$ cat src/rtl/servo_status_rx_pkg.sv
// rtl/servo_status_rx_pkg.sv - servo link frame constants, state encodings and checksum helper
package servo_status_rx_pkg;

  localparam logic [7:0] HDR_BYTE   = 8'hFF;
  localparam logic [7:0] STATUS_LEN = 8'h04;

  typedef enum logic [2:0] {
    PS_HDR1,
    PS_HDR2,
    PS_ID,
    PS_LEN,
    PS_ERR,
    PS_POSL,
    PS_POSH,
    PS_CHK
  } parser_state_t;

  typedef enum logic [1:0] {
    BS_IDLE,
    BS_START,
    BS_DATA,
    BS_STOP
  } bit_state_t;

  // The servo sends the one's complement of the 8-bit wrapped byte sum.
  function automatic logic [7:0] frame_chk(input logic [7:0] id, input logic [7:0] len,
                                           input logic [7:0] err, input logic [7:0] pos_l,
                                           input logic [7:0] pos_h);
    logic [7:0] sum;
    sum = id + len + err + pos_l + pos_h;
    return ~sum;
  endfunction

endpackage

$ cat src/rtl/servo_status_rx_uart_rx_byte.sv
// rtl/servo_status_rx_uart_rx_byte.sv - 8N1 UART receive bit engine with input synchroniser
module uart_rx_byte #(
  parameter int CLK_FREQ = 50_000_000,
  parameter int BAUD     = 115_200
) (
  input  logic       sys_clk,
  input  logic       sys_rst_n,
  input  logic       i_rx,
  output logic [7:0] o_byte,
  output logic       o_strobe,
  output logic       o_frame_err,
  output logic       o_idle
);
  import servo_status_rx_pkg::*;

  localparam int CLKS_PER_BIT = CLK_FREQ / BAUD;
  localparam int HALF_BIT     = CLKS_PER_BIT / 2;
  localparam int CW           = $clog2(CLKS_PER_BIT);
  localparam logic [CW-1:0] CNT_BIT_END  = CW'(CLKS_PER_BIT - 1);
  localparam logic [CW-1:0] CNT_HALF_END = CW'(HALF_BIT - 1);

  logic          r_rx_meta, r_rx_sync, r_rx_prev;
  bit_state_t    r_state, w_state_nx;
  logic [CW-1:0] r_cnt, w_cnt_nx;
  logic [2:0]    r_bit_idx, w_bit_idx_nx;
  logic [7:0]    r_shift, w_shift_nx;
  logic          r_strobe, w_strobe_nx;
  logic          r_ferr, w_ferr_nx;

  always_ff @(posedge sys_clk or negedge sys_rst_n) begin
    if (!sys_rst_n) begin
      r_rx_meta <= 1'b1;
      r_rx_sync <= 1'b1;
      r_rx_prev <= 1'b1;
      r_state   <= BS_IDLE;
      r_cnt     <= '0;
      r_bit_idx <= '0;
      r_shift   <= '0;
      r_strobe  <= 1'b0;
      r_ferr    <= 1'b0;
    end else begin
      r_rx_meta <= i_rx;
      r_rx_sync <= r_rx_meta;
      r_rx_prev <= r_rx_sync;
      r_state   <= w_state_nx;
      r_cnt     <= w_cnt_nx;
      r_bit_idx <= w_bit_idx_nx;
      r_shift   <= w_shift_nx;
      r_strobe  <= w_strobe_nx;
      r_ferr    <= w_ferr_nx;
    end
  end

  always_comb begin
    w_state_nx   = r_state;
    w_cnt_nx     = r_cnt + 1'b1;
    w_bit_idx_nx = r_bit_idx;
    w_shift_nx   = r_shift;
    w_strobe_nx  = 1'b0;
    w_ferr_nx    = 1'b0;
    case (r_state)
      BS_IDLE: begin
        w_cnt_nx = '0;
        if (r_rx_prev && !r_rx_sync) w_state_nx = BS_START;
      end
      BS_START: begin
        // A start bit that is high again by mid-bit was a glitch.
        if (r_cnt == CNT_HALF_END) begin
          w_cnt_nx     = '0;
          w_bit_idx_nx = '0;
          w_state_nx   = r_rx_sync ? BS_IDLE : BS_DATA;
        end
      end
      BS_DATA: begin
        if (r_cnt == CNT_BIT_END) begin
          w_cnt_nx     = '0;
          w_shift_nx   = {r_rx_sync, r_shift[7:1]};
          w_bit_idx_nx = r_bit_idx + 3'd1;
          if (r_bit_idx == 3'd7) w_state_nx = BS_STOP;
        end
      end
      BS_STOP: begin
        if (r_cnt == CNT_BIT_END) begin
          w_cnt_nx    = '0;
          w_state_nx  = BS_IDLE;
          w_strobe_nx = r_rx_sync;
          w_ferr_nx   = !r_rx_sync;
        end
      end
      default: w_state_nx = BS_IDLE;
    endcase
  end

  assign o_byte      = r_shift;
  assign o_strobe    = r_strobe;
  assign o_frame_err = r_ferr;
  assign o_idle      = (r_state == BS_IDLE);

endmodule

$ cat src/rtl/servo_status_rx.sv
// rtl/servo_status_rx.sv - servo status-response frame parser with checksum and gap timeout
module servo_status_rx #(
  parameter int CLK_FREQ = 50_000_000,
  parameter int BAUD     = 115_200,
  parameter int GAP_BITS = 20
) (
  input  logic        sys_clk,
  input  logic        sys_rst_n,
  input  logic        rx,
  output logic        status_valid,
  output logic [7:0]  status_id,
  output logic [15:0] status_pos,
  output logic [7:0]  status_err,
  output logic        chk_err,
  output logic        frame_abort,
  output logic        busy
);
  import servo_status_rx_pkg::*;

  localparam int CLKS_PER_BIT = CLK_FREQ / BAUD;
  localparam int GAP_LIMIT    = GAP_BITS * CLKS_PER_BIT;
  localparam int GW           = $clog2(GAP_LIMIT + 1);
  localparam logic [GW-1:0] GAP_LAST = GW'(GAP_LIMIT - 1);

  logic [7:0]    w_byte;
  logic          w_strobe, w_frame_err, w_idle;
  parser_state_t r_state, w_state_nx, w_cur;
  logic [GW-1:0] r_gap_cnt;
  logic          w_gap_run, w_gap_hit;
  logic          w_valid, w_chk_fail, w_abort;
  logic [7:0]    r_id, r_err, r_pos_l, r_pos_h;
  logic          r_status_valid, r_chk_err, r_frame_abort;
  logic [7:0]    r_status_id, r_status_err;
  logic [15:0]   r_status_pos;

  uart_rx_byte #(
    .CLK_FREQ (CLK_FREQ),
    .BAUD     (BAUD)
  ) u_rx_byte (
    .sys_clk     (sys_clk),
    .sys_rst_n   (sys_rst_n),
    .i_rx        (rx),
    .o_byte      (w_byte),
    .o_strobe    (w_strobe),
    .o_frame_err (w_frame_err),
    .o_idle      (w_idle)
  );

  assign w_gap_run = (r_state != PS_HDR1) && w_idle;
  assign w_gap_hit = w_gap_run && (r_gap_cnt == GAP_LAST);

  always_ff @(posedge sys_clk or negedge sys_rst_n) begin
    if (!sys_rst_n) begin
      r_state <= PS_HDR1;
    end else begin
      r_state <= w_state_nx;
    end
  end

  // An abort forces the parser view back to HDR1 first, so a coincident byte restarts a frame.
  always_comb begin
    w_cur      = (w_gap_hit || w_frame_err) ? PS_HDR1 : r_state;
    w_state_nx = w_cur;
    w_abort    = w_gap_hit || (w_frame_err && (r_state != PS_HDR1));
    w_valid    = 1'b0;
    w_chk_fail = 1'b0;
    if (w_strobe) begin
      case (w_cur)
        PS_HDR1: if (w_byte == HDR_BYTE) w_state_nx = PS_HDR2;
        PS_HDR2: w_state_nx = (w_byte == HDR_BYTE) ? PS_ID : PS_HDR1;
        PS_ID:   if (w_byte != HDR_BYTE) w_state_nx = PS_LEN;
        PS_LEN: begin
          if (w_byte == STATUS_LEN) begin
            w_state_nx = PS_ERR;
          end else begin
            w_abort    = 1'b1;
            w_state_nx = PS_HDR1;
          end
        end
        PS_ERR:  w_state_nx = PS_POSL;
        PS_POSL: w_state_nx = PS_POSH;
        PS_POSH: w_state_nx = PS_CHK;
        PS_CHK: begin
          w_state_nx = PS_HDR1;
          if (w_byte == frame_chk(r_id, STATUS_LEN, r_err, r_pos_l, r_pos_h)) w_valid = 1'b1;
          else w_chk_fail = 1'b1;
        end
        default: w_state_nx = PS_HDR1;
      endcase
    end
  end

  always_ff @(posedge sys_clk or negedge sys_rst_n) begin
    if (!sys_rst_n) begin
      r_gap_cnt <= '0;
    end else if (w_strobe || (r_state == PS_HDR1) || w_gap_hit) begin
      r_gap_cnt <= '0;
    end else if (w_gap_run) begin
      r_gap_cnt <= r_gap_cnt + 1'b1;
    end
  end

  always_ff @(posedge sys_clk or negedge sys_rst_n) begin
    if (!sys_rst_n) begin
      r_id    <= '0;
      r_err   <= '0;
      r_pos_l <= '0;
      r_pos_h <= '0;
    end else if (w_strobe) begin
      case (w_cur)
        PS_ID:   if (w_byte != HDR_BYTE) r_id <= w_byte;
        PS_ERR:  r_err   <= w_byte;
        PS_POSL: r_pos_l <= w_byte;
        PS_POSH: r_pos_h <= w_byte;
        default: ;
      endcase
    end
  end

  always_ff @(posedge sys_clk or negedge sys_rst_n) begin
    if (!sys_rst_n) begin
      r_status_valid <= 1'b0;
      r_chk_err      <= 1'b0;
      r_frame_abort  <= 1'b0;
      r_status_id    <= '0;
      r_status_pos   <= '0;
      r_status_err   <= '0;
    end else begin
      r_status_valid <= w_valid;
      r_chk_err      <= w_chk_fail;
      r_frame_abort  <= w_abort;
      if (w_valid) begin
        r_status_id  <= r_id;
        r_status_pos <= {r_pos_h, r_pos_l};
        r_status_err <= r_err;
      end
    end
  end

  assign status_valid = r_status_valid;
  assign chk_err      = r_chk_err;
  assign frame_abort  = r_frame_abort;
  assign status_id    = r_status_id;
  assign status_pos   = r_status_pos;
  assign status_err   = r_status_err;
  assign busy         = (r_state != PS_HDR1);

endmodule

$ cat config.mk
export PLATFORM = sky130hd
export DESIGN_NAME = servo_status_rx
export DESIGN_NICKNAME = d
export VERILOG_FILES = /design/src/rtl/servo_status_rx_pkg.sv /design/src/rtl/servo_status_rx_uart_rx_byte.sv /design/src/rtl/servo_status_rx.sv
export SDC_FILE = /design/constraint.sdc
export NUM_CORES = 1
export LEC_CHECK = 0
export ABC_AREA = 1
export CORE_MARGIN = 4
export CORE_UTILIZATION = 35
export DETAILED_ROUTE_END_ITERATION = 8
export PLACE_DENSITY = 0.49
export SLEW_MARGIN = 20
export SYNTH_ARGS = -nofsm -noshare
export SYNTH_HDL_FRONTEND = slang
export SYNTH_SLANG_ARGS = --single-unit
$ cat constraint.sdc
create_clock -name sys_clk -period 5.2 [get_ports sys_clk]
set_clock_uncertainty 0.1 [all_clocks]
set_input_delay 0.52 -clock sys_clk [delete_from_list [all_inputs] [get_ports sys_clk]]
set_output_delay 0.52 -clock sys_clk [all_outputs]
set_load 0.05 [all_outputs]
After elaboration in Yosys (flattened, before gate mapping)
Index checks and enable logic that the tools add are counted.
{ "totals": {"reg_bits": 111, "out_inout_bits": 36} }
{ "classes": {"addsub": 7, "eq_ne": 23, "mux": 35, "bitwise_logic": 1, "reduce_logical": 23} }
{ "ops": {"columns": ["cell", "count"], "rows": [
  ["$mux 14", 2],
  ["$pmux 9 s3", 1],
  ["$add 8x8->8", 3],
  ["$pmux 3 s8", 1],
  ["$mux 3", 7],
  ["$mux 9", 2],
  ["$eq 3x3->1 const B", 5],
  ["$add 14x1->14 const B", 1],
  ["$eq 14x14->1 const B", 1],
  ["$mux 2", 7],
  ["$mux 1", 13],
  ["$ne 2x1->1 const B", 5],
  ["$add 9x1->9 const B", 1],
  ["$eq 9x8->1 const B", 1],
  ["$eq 9x9->1 const B", 1],
  ["$add 8x3->8 const B", 1],
  ["$eq 8x3->1 const B", 1],
  ["$eq 8x8->1", 1],
  ["$eq 8x8->1 const B", 1],
  ["$ne 8x8->1 const B", 1],
  ["$not 8->8", 1],
  ["$pmux 2 s4", 1],
  ["$reduce_and 2->1", 4],
  ["$eq 3x2->1 const B", 2],
  ["15 further kinds", 25]
]} }

Logic depth before layout (Yosys ltp)
Gate-level depths: netlist of run 1.
{ "depth": {"depth_word": 9, "depth_mapped": 20} }

Modules after synthesis
Synthesis of run 1 repeated with hierarchy kept, for this count alone.
{ "hier_totals": {"cells_unflattened": 707, "area_unflattened_um2": 6070.8} }
{ "modules_own_cells": {"columns": ["module", "instances", "cells_per_inst", "area_each_um2", "seq_area_each_um2"], "rows": [
  ["servo_status_rx", 1, 564, 4790.8, 2102.0],
  ["uart_rx_byte", 1, 143, 1280.0, 679.4]
]} }

Worst setup path before layout of run 1
OpenSTA, ideal clock, no wires.
{ "synth_timing": {"kind": "flip-flop to flip-flop", "from": "reg r_id[1]", "to": "reg r_status_err[0], in the netlist status_err[0]", "setup_ns": 0.119, "arrival_ns": 3.485, "required_time_ns": 4.981, "path_slack_ns": 1.496, "stages_incl_launch_ff": 19, "cell_sequence": "dfrtp_1 fa_1 inv_1 fa_1 fa_1 inv_1 ha_1 inv_1 fa_1 xor2_1 nor2_1 nand2_1 nor2_1 nand2_1 nor2_4 nand3_4 buf_6 nand2_1 nand2_1"} }
{ "synth_via": {"elab_chain_len": 9} }
{ "synth_rtl": {"columns": ["element", "line_no", "rtl"], "rows": [
  ["start: declaration", "servo_status_rx.sv:31", "logic [7:0] r_id, r_err, r_pos_l, r_pos_h;"],
  ["start signal: assignment", "servo_status_rx.sv:111", "PS_ID: if (w_byte != HDR_BYTE) r_id <= w_byte;"],
  ["$add 8x3->8", "servo_status_rx_pkg.sv:30", "sum = id + len + err + pos_l + pos_h;"],
  ["$add 8x8->8 (3 in series)", "servo_status_rx_pkg.sv:30", null],
  ["$not 8->8", "servo_status_rx_pkg.sv:31", "return ~sum;"],
  ["$eq 8x8->1", "servo_status_rx.sv:85", "if (w_byte == frame_chk(r_id, STATUS_LEN, r_err, r_pos_l, r_pos_h)) w_valid = 1'b1;"],
  ["$mux 1", "servo_status_rx.sv:85", null],
  ["$mux 1", "servo_status_rx.sv:68", "case (w_cur)"],
  ["$mux 1", "servo_status_rx.sv:67", "if (w_strobe) begin"],
  ["end signal: assignment", "servo_status_rx.sv:135", "r_status_err <= r_err;"],
  ["end: declaration", "servo_status_rx.sv:33", "logic [7:0] r_status_id, r_status_err;"]
]} }
No other way between the ends.
A chain may end at the register's enable or synchronous reset.

Worst setup path in the final report of run 1
{ "layout_timing": {"from": "reg r_id[1]", "to": "reg r_status_pos[10], in the netlist status_pos[10]"} }
{ "layout_via": {"elab_chain_len": 9} }
{ "layout_rtl": {"columns": ["element", "line_no", "rtl"], "rows": [
  ["$add 8x3->8", "servo_status_rx_pkg.sv:30", null],
  ["$add 8x8->8 (3 in series)", "servo_status_rx_pkg.sv:30", null],
  ["$not 8->8", "servo_status_rx_pkg.sv:31", null],
  ["$eq 8x8->1", "servo_status_rx.sv:85", null],
  ["$mux 1", "servo_status_rx.sv:85", null],
  ["$mux 1", "servo_status_rx.sv:68", null],
  ["$mux 1", "servo_status_rx.sv:67", null],
  ["end signal: assignment", "servo_status_rx.sv:134", "r_status_pos <= {r_pos_h, r_pos_l};"],
  ["end: declaration", "servo_status_rx.sv:34", "logic [15:0] r_status_pos;"]
]} }
No other way between the ends.

==> impl_metrics.csv, run 1 <==
group,metric,value,unit
setup_path,critPathKind,"reg -> reg",
logic_synthesis,synthXorXnorAreaFrac,1.78,%
setup_path,crit_path_end_kind,"flip-flop",
setup_path,arrival,4.26,ns
sta,slew_violations,0,
global_route,antenna_found_initial,0,
sta,fin_crit_sh,78.2,%
logic_synthesis,synth.area.mux_share,0.340,%
sta,worst_pin_slew,0.855,ns
setup_path,ff2ff_path_depth,17,
cts,post-cts-setup-buffers,0,
logic_synthesis,seq_area_frac_synth,47.2,%
logic_synthesis,async_flop_share,100,%
routing,antenna_left,0,
layout,nets,731,
cts,cts_num_sinks,111,
pwr,power_frac_seq,52.9,%
cts,clk_path_buf_depth,2,
cts,cts.clk_slew.worst_paths,0.08,ns
die,dieWidth,138,um
pwr,vdd_drop_max,0.151,mV
pwr,swShare,26.4,%
pwr,p_sw,450,uW
logic_synthesis,syn_inst,661,
logic_synthesis,synth-seq-cells,111,
global_route,track_usage,14.7,%
routing,dr.pass1.iters,4,
sta,grt_setup_unrepaired,"no",
setup_path,setup.worst_path.start_class,"flip-flop",
routing,top_layer,"met4",
logic_synthesis,synth.largest_area_cell,"dfrtp_1",
global_route,grt_max_degree,67,
die,die-area,19000,sq um
cts,post_cts_resized,0,
sta,relSlewSlack,43.0,%
outcome,status,"complete, no violations",
cts,holdBufCountCts,0,
logic_synthesis,synth_edf_count,0,
logic_synthesis,synth_top_area_share,45.9,%
setup_path,reg2reg_slack,1.13,ns
setup_path,reg2reg_to,"status_pos[10]",
logic_synthesis,synth_compound_area_share,7.31,%
logic_synthesis,synthDistinctLibCells,42,
sta,fmax,246,MHz
routing,routedWlPerCell,14.1,um
cts,cts_tree,"done",
sta,tns,0,ns
routing,drt-met1-wl,6060,um
logic_synthesis,yosysWarnings,0,
routing,drt_iter0_drc,235,
pwr,combPwrFrac,8.1,%
global_route,grt_first_pass_wirelength,21800,um
place,place_area,6430,sq um
routing,routed_via_density,4.76,
logic_synthesis,synthAdderAreaFrac,8.58,%
setup_path,cp_max_fo,30,
layout,drive_above_1_share,11.8,%
setup_path,required,5.39,ns
logic_synthesis,synth_area,5890,sq um
logic_synthesis,yosys-top-cells-area,"dfrtp_1 (46%), nand2_1 (12%), inv_1 (5.0%)",
pwr,leakage,0.00324,uW
cts,cts_buffers,9,
hold_path,min-delay-path-class,"in -> async",
logic_synthesis,yosys.area_share.simple,27.0,%
routing,wl_met2,6390,um
routing,drc_errors,0,
sta,setup-violations-final,0,
die,io-pin-count,39,
routing,wl,12900,um
place,port_buffers,38,
pwr,power_frac_clock,39.0,%
logic_synthesis,synth_top_family_by_area,"simple AND/OR/NAND/NOR gates",
cts,cts_root_buf,"clkbuf_16",
cts,clkLatencyLatePin,0.36,ns
die,die_h,138,um
global_route,overflow,0,
run,drv_cap,0,
routing,num_vias,4382,
place,post-dp-hpwl,9430,um
layout,syn2layout_area_growth,14.0,%
layout,diodes,0,
layout,final_area,6720,sq um
cts,htree_levels,3,
logic_synthesis,syn_avg_cell_area,8.91,sq um
global_route,grt_pass1_vias,4388,
pwr,p_per_area,254,nW/um^2
sta,hold_viol,0,
routing,wl_met3,323,um
die,start_util,35.6,%
place,gp_congestion,0.834,
setup_path,r2r-start,"r_id[1]",
die,core_area,16500,sq um
logic_synthesis,synth_top_flop_cell,"dfrtp_1",
sta,min_period,4.07,ns
pwr,internal_power,1250,uW
die,num_rows,47,
logic_synthesis,synth_nets,696,
[power by group through the flow]
stage,registers [uW],logic [uW],clock network (uW)
2_1_floorplan,915,98.8,0
3_3_place_gp,917,138,0
3_5_place_dp,918,142,0
4_1_cts,902,142,691
5_1_grt,904,162,722
6_report,901,138,664
[worst max path at each step]
stage	start	endpoint	slack, ns	cells past startpoint
2_1_floorplan	r_id[1]	status_err[0]	1.50	18
3_3_place_gp	r_id[1]	status_pos[1]	1.15	17
3_5_place_dp	r_id[1]	status_err[4]	1.09	17
4_1_cts	r_id[1]	status_err[4]	1.07	17
5_1_grt	r_id[1]	status_pos[11]	0.83	17
6_report	r_id[1]	status_pos[10]	1.13	17
[per-layer routing]
metal	vias up	GRT usage, %
met2	53	24.5
met1	2106	19.6
met4	0	4.94
met3	12	2.12
met5	-	0
li1	2211	-
[cell type report]
class	instances	area, sq um
clock buffer	9	225
clock inverter	7	57.6
fill	1655	9810
inverter	87	328
multi-input combinational	446	2650
sequential	111	2780
tap	220	275
timing repair buffer	41	400
[cells in the final DEF, fill, tap and decap left out, types with 3 or more instances in the layout]
cell type        netlist  layout
nand2_1              194     194
dfrtp_1              108     108
inv_1                 78      78
clkdlybuf4s50_1        0      37
nand4_1               35      35
nor2_1                29      29
nand3_1               27      27
o21ai_0               18      18
a21oi_1               18      18
o21ai_2               18      18
ha_1                  18      18
fa_1                  14      14
nor3_1                10      10
clkbuf_16              0       9
inv_2                  8       8
nor4_1                 8       8
xnor2_1                7       7
a21oi_2                6       6
nand3_2                6       6
nor2_2                 6       6
xor2_1                 5       5
nand2_2                5       5
clkinv_4               0       5
buf_4                  5       4
nand3b_1               3       3
dfstp_2                3       3
[state kept, by name (all words and copies together) (netlist names), 3 cells and up, named ones only]
| register | count |
|---|---|
| r_pos_h | 8 |
| r_pos_l | 8 |
| r_err | 8 |
| u_rx_byte.o_byte | 8 |
| u_rx_byte.r_bit_idx | 3 |
| r_state | 3 |
| r_gap_cnt | 14 |
| status_err | 8 |
| status_id | 8 |
| status_pos | 16 |
| u_rx_byte.r_cnt | 9 |
| r_id | 8 |
[kinds of logic (layout without fill, tap and decap cells)]
group,after synthesis,in the layout
compound gates,66,66
fa+ha+maj,32,32
xor+xnor,12,12
buf+inv,104,144
mux,2,2
simple gates,334,334
flops,111,111
[worst max-delay path, stage by stage (launching register included)]
cell	delay, ns
dfrtp_1	0.42
fa_1	0.42
inv_1	0.08
fa_1	0.43
fa_1	0.52
inv_1	0.04
ha_1	0.21
inv_1	0.07
fa_1	0.43
xor2_1	0.16
nor2_1	0.09
nand2_1	0.06
nor2_1	0.08
nand2_1	0.09
nor2_4	0.18
buf_4	0.33
nand4_1	0.16
nand2_1	0.12
[cell usage after synthesis (2+ instances only)]
| cell type | instances |
|---|---|
| a21oi_1 | 18 |
| a21oi_2 | 6 |
| buf_2 | 6 |
| buf_4 | 5 |
| buf_6 | 4 |
| dfrtp_1 | 108 |
| dfstp_2 | 3 |
| fa_1 | 14 |
| ha_1 | 18 |
| inv_1 | 78 |
| inv_2 | 8 |
| mux2i_1 | 2 |
| nand2_1 | 194 |
| nand2_2 | 5 |
| nand2_4 | 2 |
| nand3_1 | 27 |
| nand3_2 | 6 |
| nand3_4 | 2 |
| nand3b_1 | 3 |
| nand4_1 | 35 |
| nor2_1 | 29 |
| nor2_2 | 6 |
| nor2_4 | 2 |
| nor3_1 | 10 |
| nor4_1 | 8 |
| o21ai_0 | 18 |
| o21ai_1 | 2 |
| o21ai_2 | 18 |
| xnor2_1 | 7 |
| xor2_1 | 5 |
[per-stage QoR]
| step | hold WS, ns | total power (uW) | std cells | utilization (%) | setup slack, ns |
|---|---|---|---|---|---|
| 6_report | 0.153 | 1700 | 921 | 40.6 | 1.13 |
| 5_1_grt | 0.238 | 1790 | 921 | 40.6 | 0.832 |
| 4_1_cts | 0.200 | 1730 | 921 | 40.6 | 1.07 |
| 3_5_place_dp | 0.247 | 1060 | 905 | 38.9 | 1.09 |
| 3_3_place_gp | 0.247 | 1060 | 905 | 38.9 | 1.15 |
| 2_1_floorplan | 0.124 | 1010 | 661 | - | 1.50 |
Power figures use the tool's default switching activity.
==> inputs of run 2 (changes only) <==
Settings changed: PLACE_DENSITY 0.49 to 0.51.
Clock period 5.2 ns to 3.5 ns, I/O delays scaled along.
==> run 2 against run 1 <==
  * The flow now finishes with violations (setup timing)
  * Critical path depth grew 1
  * Hold slack gained 0.10 ns
  * Fmax grew 9.9%
  * Power grew 56%
  * Combinational power grew 51%
  * Critical endpoint is now status_id[4]
==> impl_metrics.csv, run 2 (same netlist as run 1, synthesis figures left out) <==
group,metric,value,unit
outcome,status,"finished with violations",
outcome,violations,"setup timing",
sta,slew_violations,0,
sta,fin_crit_sh,106,%
sta,setup-violations-final,34,
sta,min_period,3.70,ns
routing,dr.pass1.iters,4,
cts,post-cts-setup-buffers,0,
global_route,grt_pass1_vias,4419,
setup_path,crit_path_end_kind,"flip-flop",
run,drv_cap,0,
routing,drc_errors,0,
routing,routed_via_density,4.66,
pwr,power,2660,uW
setup_path,cpLargestDelayFamily,"adder cells",
sta,grt_setup_unrepaired,"yes",
layout,nets,754,
sta,hold_viol,0,
setup_path,arrival,3.85,ns
global_route,grt_max_degree,63,
setup_path,path_cells,"fa_2, inv_2, fa_1, fa_1, inv_1, ha_2, inv_2, fa_2, xor2_1, nor2_1, nand2_1, nor2_1, nand2_1, nor2_4, nand3_4, buf_12, nand2_1, nand2_1",
layout,syn2layout_area_growth,18.9,%
cts,cts_tree,"done",
die,dieWidth,138,um
routing,routedWlPerCell,13.6,um
die,start_util,35.6,%
die,die_h,138,um
cts,htree_levels,3,
routing,num_vias,4395,
die,num_rows,47,
global_route,grt_first_pass_wirelength,22000,um
layout,diodes,0,
sta,tns,-6.18,ns
layout,largest_reg_flops,16,
setup_path,cpMaxStageDelayCell,"fa_2",
routing,antenna_left,0,
setup_path,required,3.64,ns
place,port_buffers,38,
cts,clk_path_buf_depth,2,
cts,cts_root_buf,"clkbuf_16",
die,die-area,19000,sq um
routing,wl,12900,um
place,gp_congestion,0.838,
pwr,vdd_drop_max,0.287,mV
cts,cts_num_sinks,111,
sta,setup_ws,-0.202,ns
hold_path,min-delay-path-class,"reg -> reg",
routing,drt_iter0_drc,189,
die,core_area,16500,sq um
setup_path,crit_path_max_incr_delay,0.56,ns
cts,cts.clk_slew.worst_paths,0.07,ns
setup_path,crit_top_cell,"nand2_1",
layout,final_cell_mix,"nand2_1 (194), dfrtp_1 (108), inv_1 (75)",
place,post-dp-hpwl,9500,um
layout,layout_commonest_cell,"nand2_1",
setup_path,setup.worst_path.start_class,"flip-flop",
global_route,antenna_found_initial,0,
pwr,leakage,0.00338,uW
die,io-pin-count,39,
sta,fmax,270,MHz
layout,drive_above_1_share,15.9,%
setup_path,cp_max_fo,33,
cts,cts_buffers,9,
setup_path,critPathKind,"reg -> reg",
sta,relSlewSlack,56.1,%
global_route,track_usage,14.8,%
pwr,p_per_area,381,nW/um^2
setup_path,critPathBufInv,4,
cts,clkLatencyLatePin,0.35,ns
global_route,overflow,0,
sta,worst_pin_slew,0.658,ns
-- run 2: cell count changes in the layout (fill, tap and decap cells not counted), sizes merged --
cell	change
bufinv	+2
clkinv	-4
buf	+22
inv	+1
dlygate4sd3	+1
clkinvlp	+1
-- run 2: metal layers --
layer	GRT usage, %	vias up	share of wire (%)
met5	0	-	0
met4	5.54	0	2.1
met3	2.26	13	2.6
met2	24.2	54	47
met1	19.9	2067	48
li1	-	2261	-
-- run 2: timing repair --
item,in CTS,in global routing
setup endpoints to repair,34,34
hold buffers,1,0
pin swaps,0,1
gates resized for setup,3,0
cloned,0,0
endpoints found under the hold margin,49,0
-- run 2: report_power, final --
group	switching, uW	leakage, uW	internal (uW)	total [uW]
clock network	485	0.000156	631	1120
registers	29.9	0.00153	1310	1340
logic	146	0.00169	62.8	209
total	661	0.00338	2000	2660
-- run 2: stage by stage --
step	cells	setup slack [ns]	hold slack, ns	utilization [%]	instance area, sq um
after floorplan	661	-0.106	-0.0456	-	5900
after global placement	927	-0.190	0.245	40.3	6660
after detailed placement	927	-0.248	0.247	40.3	6660
after CTS	944	-0.224	0.259	42.4	7000
after global routing	944	-0.455	0.268	42.4	7000
final	944	-0.202	0.257	42.4	7000
-- run 2: worst paths after layout --
kind	start	end	slack, ns	depth (start not counted)
worst min-delay path	u_rx_byte.r_rx_meta	u_rx_byte.r_rx_sync	0.26	0
worst min register to register	u_rx_byte.r_rx_meta	u_rx_byte.r_rx_sync	0.26	0
min in group asynchronous	sys_rst_n	status_id[7]	0.46	2
worst max-delay path	r_pos_l[1]	status_id[4]	-0.20	18
max in group asynchronous	sys_rst_n	u_rx_byte.r_rx_sync	2.04	3
worst max register to register	r_pos_l[1]	status_id[4]	-0.20	18
-- run 2: area by class of cell --
type | count | area, sq um
Fill cell | 1655 | 9520
Sequential cell | 111 | 2780
Multi-Input combinational cell | 446 | 2670
Timing Repair Buffer | 64 | 626
Inverter | 87 | 328
Tap cell | 220 | 275
Clock buffer | 9 | 225
Clock inverter | 7 | 95.1
-- run 2: worst reg2reg max path: stages, from the launching register on --
cell and delay, ns:
dfrtp_1 0.40, fa_2 0.39, inv_2 0.06, fa_1 0.43, fa_1 0.44, inv_1 0.07, ha_2 0.18, inv_2 0.04
fa_2 0.56, xor2_1 0.06, nor2_1 0.09, nand2_1 0.05, nor2_1 0.08, nand2_1 0.09, nor2_4 0.16, nand3_4 0.09
buf_12 0.18, nand2_1 0.08, nand2_1 0.04
==> inputs of run 3 (changes only) <==
Settings changed: CORE_ASPECT_RATIO from default to 0.6, PLACE_DENSITY 0.51 to 0.49, SLEW_MARGIN 20 to default.
Clock period 3.5 ns to 3.9 ns, I/O delays scaled along.
==> run 3 against run 2 <==
  * The flow still finishes with violations (setup timing)
  * Wire length increased by 17%
  * Die area grew 0.36%
  * Count of clock-buffer cells in the layout is the same
  * Design area up 1.1%
  * Combinational power decreased by 11%
  * Critical endpoint is now status_id[5]
  * Highest routed layer unchanged
==> impl_metrics.csv, run 3 (same netlist as run 1, synthesis figures left out) <==
group,metric,value,unit
routing,num_vias,4477,
sta,fmax,255,MHz
place,place_area,6550,sq um
global_route,grt_max_degree,59,
cts,holdBufCountCts,0,
layout,layout_commonest_cell,"nand2_1",
place,post-dp-hpwl,10600,um
outcome,violations,"setup timing",
pwr,vdd_drop_max,0.214,mV
setup_path,required,4.10,ns
outcome,status,"finished with violations",
cts,cts_tree,"done",
routing,routed_via_density,4.75,
global_route,antenna_found_initial,0,
routing,wl,15000,um
cts,cts_buffers,9,
sta,slew_violations,0,
setup_path,critPathKind,"reg -> reg",
setup_path,cp_max_fo,16,
routing,antenna_left,0,
place,post-place-ws,0.0215,ns
global_route,grt_pass1_vias,4095,
layout,final_area,7080,sq um
layout,largest_reg_flops,16,
cts,clkLatencyLatePin,0.36,ns
cts,cts_num_sinks,111,
pwr,p_per_area,328,nW/um^2
layout,nets,745,
routing,routedWlPerCell,15.9,um
layout,final_cell_mix,"nand2_1 (173), dfrtp_1 (108), inv_1 (75)",
sta,fin_crit_sh,101,%
routing,dr.pass1.iters,5,
routing,drt_iter0_drc,407,
sta,grt_setup_unrepaired,"yes",
die,die_h,108,um
die,io-pin-count,39,
cts,cts_root_buf,"clkbuf_16",
setup_path,r2r-start,"r_id[1]",
layout,syn2layout_area_growth,20.1,%
global_route,overflow,0,
setup_path,crit_path_end_kind,"flip-flop",
global_route,track_usage,15.5,%
setup_path,arrival,4.12,ns
die,core_area,16400,sq um
place,gp_congestion,0.893,
setup_path,crit_path_max_incr_delay,0.52,ns
setup_path,path_cells,"fa_2, inv_2, fa_1, fa_1, inv_1, ha_2, inv_2, fa_1, xor2_1, nor2_1, nand2_1, nor2_1, nand2_1, nor2_4, buf_4, clkbuf_16, nand4_1, nand2_1",
die,num_rows,36,
sta,worst_pin_slew,0.855,ns
pwr,leakage,0.00336,uW
hold_path,min-delay-path-class,"in -> async",
setup_path,worstSetupStartpoint,"r_id[1]",
die,die-area,19000,sq um
sta,min_period,3.92,ns
cts,htree_levels,3,
layout,instances_no_fill,943,
cts,cts.clk_slew.worst_paths,0.09,ns
cts,clk_path_buf_depth,2,
setup_path,cpMaxStageDelayCell,"fa_1",
setup_path,setup.worst_path.start_class,"flip-flop",
sta,hold_viol,0,
sta,setup-violations-final,7,
sta,relSlewSlack,42.9,%
die,dieWidth,175,um
place,dpl.cell_count,921,
layout,drive_above_1_share,17.5,%
layout,diodes,0,
global_route,grt_first_pass_wirelength,23000,um
setup_path,critPathBufInv,5,
die,start_util,36.0,%
sta,setup_ws,-0.0226,ns
setup_path,cpLargestDelayFamily,"adder cells",
sta,whs,0.0134,ns
run,drv_cap,0,
routing,drc_errors,0,
place,port_buffers,38,
-- run 3: final cells by class --
cell class	count	area, sq um
fillers	1593	9280
inverters	87	328
clock inverters	7	72.6
repair buffers	55	629
multi-input cells	446	2750
clock buffers	9	225
well taps	228	285
flip-flops and latches	111	2780
-- run 3: per-layer routing --
metal	part of all wire, %	routed length [um]	track usage, %	vias up
li1	-	-	-	2248
met4	0.83	124	2.84	0
met3	6.7	999	3.91	9
met1	56	8420	26.4	2120
met2	36	5470	18.8	100
met5	0	0	0	-
-- run 3: power breakdown --
part	switching, uW	internal, uW	leakage, uW
combinational	131	55.4	0.00168
sequential	27.6	1180	0.00153
clock	478	455	0.000143
total	636	1690	0.00336
-- run 3: path summary, 6_finish.rpt --
| check | endpoint | slack (ns) | depth (start not counted) |
|---|---|---|---|
| worst min register to register | u_rx_byte.r_rx_sync | 0.26 | 0 |
| max in group asynchronous | u_rx_byte.o_byte[1] | 2.91 | 2 |
| worst min-delay path | u_rx_byte.r_cnt[3] | 0.01 | 1 |
| min in group sys_clk | u_rx_byte.r_rx_sync | 0.26 | 0 |
| worst max-delay path | status_id[5] | -0.02 | 18 |
| worst max register to register | status_id[5] | -0.02 | 18 |
-- run 3: what timing repair did --
item	in CTS	in global routing
gates resized for setup	0	37
buffers inserted	0	2
setup endpoints to repair	0	34
-- run 3: stage by stage --
step                total power [uW]  util [%]  TNS (ns)
finish                          2320      43.3   -0.0662
global route                    2440      43.3     -5.91
CTS                             2360      41.9         0
detailed placement              1410      40.1         0
global placement                1410      40.1         0
floorplan                       1350         -         0
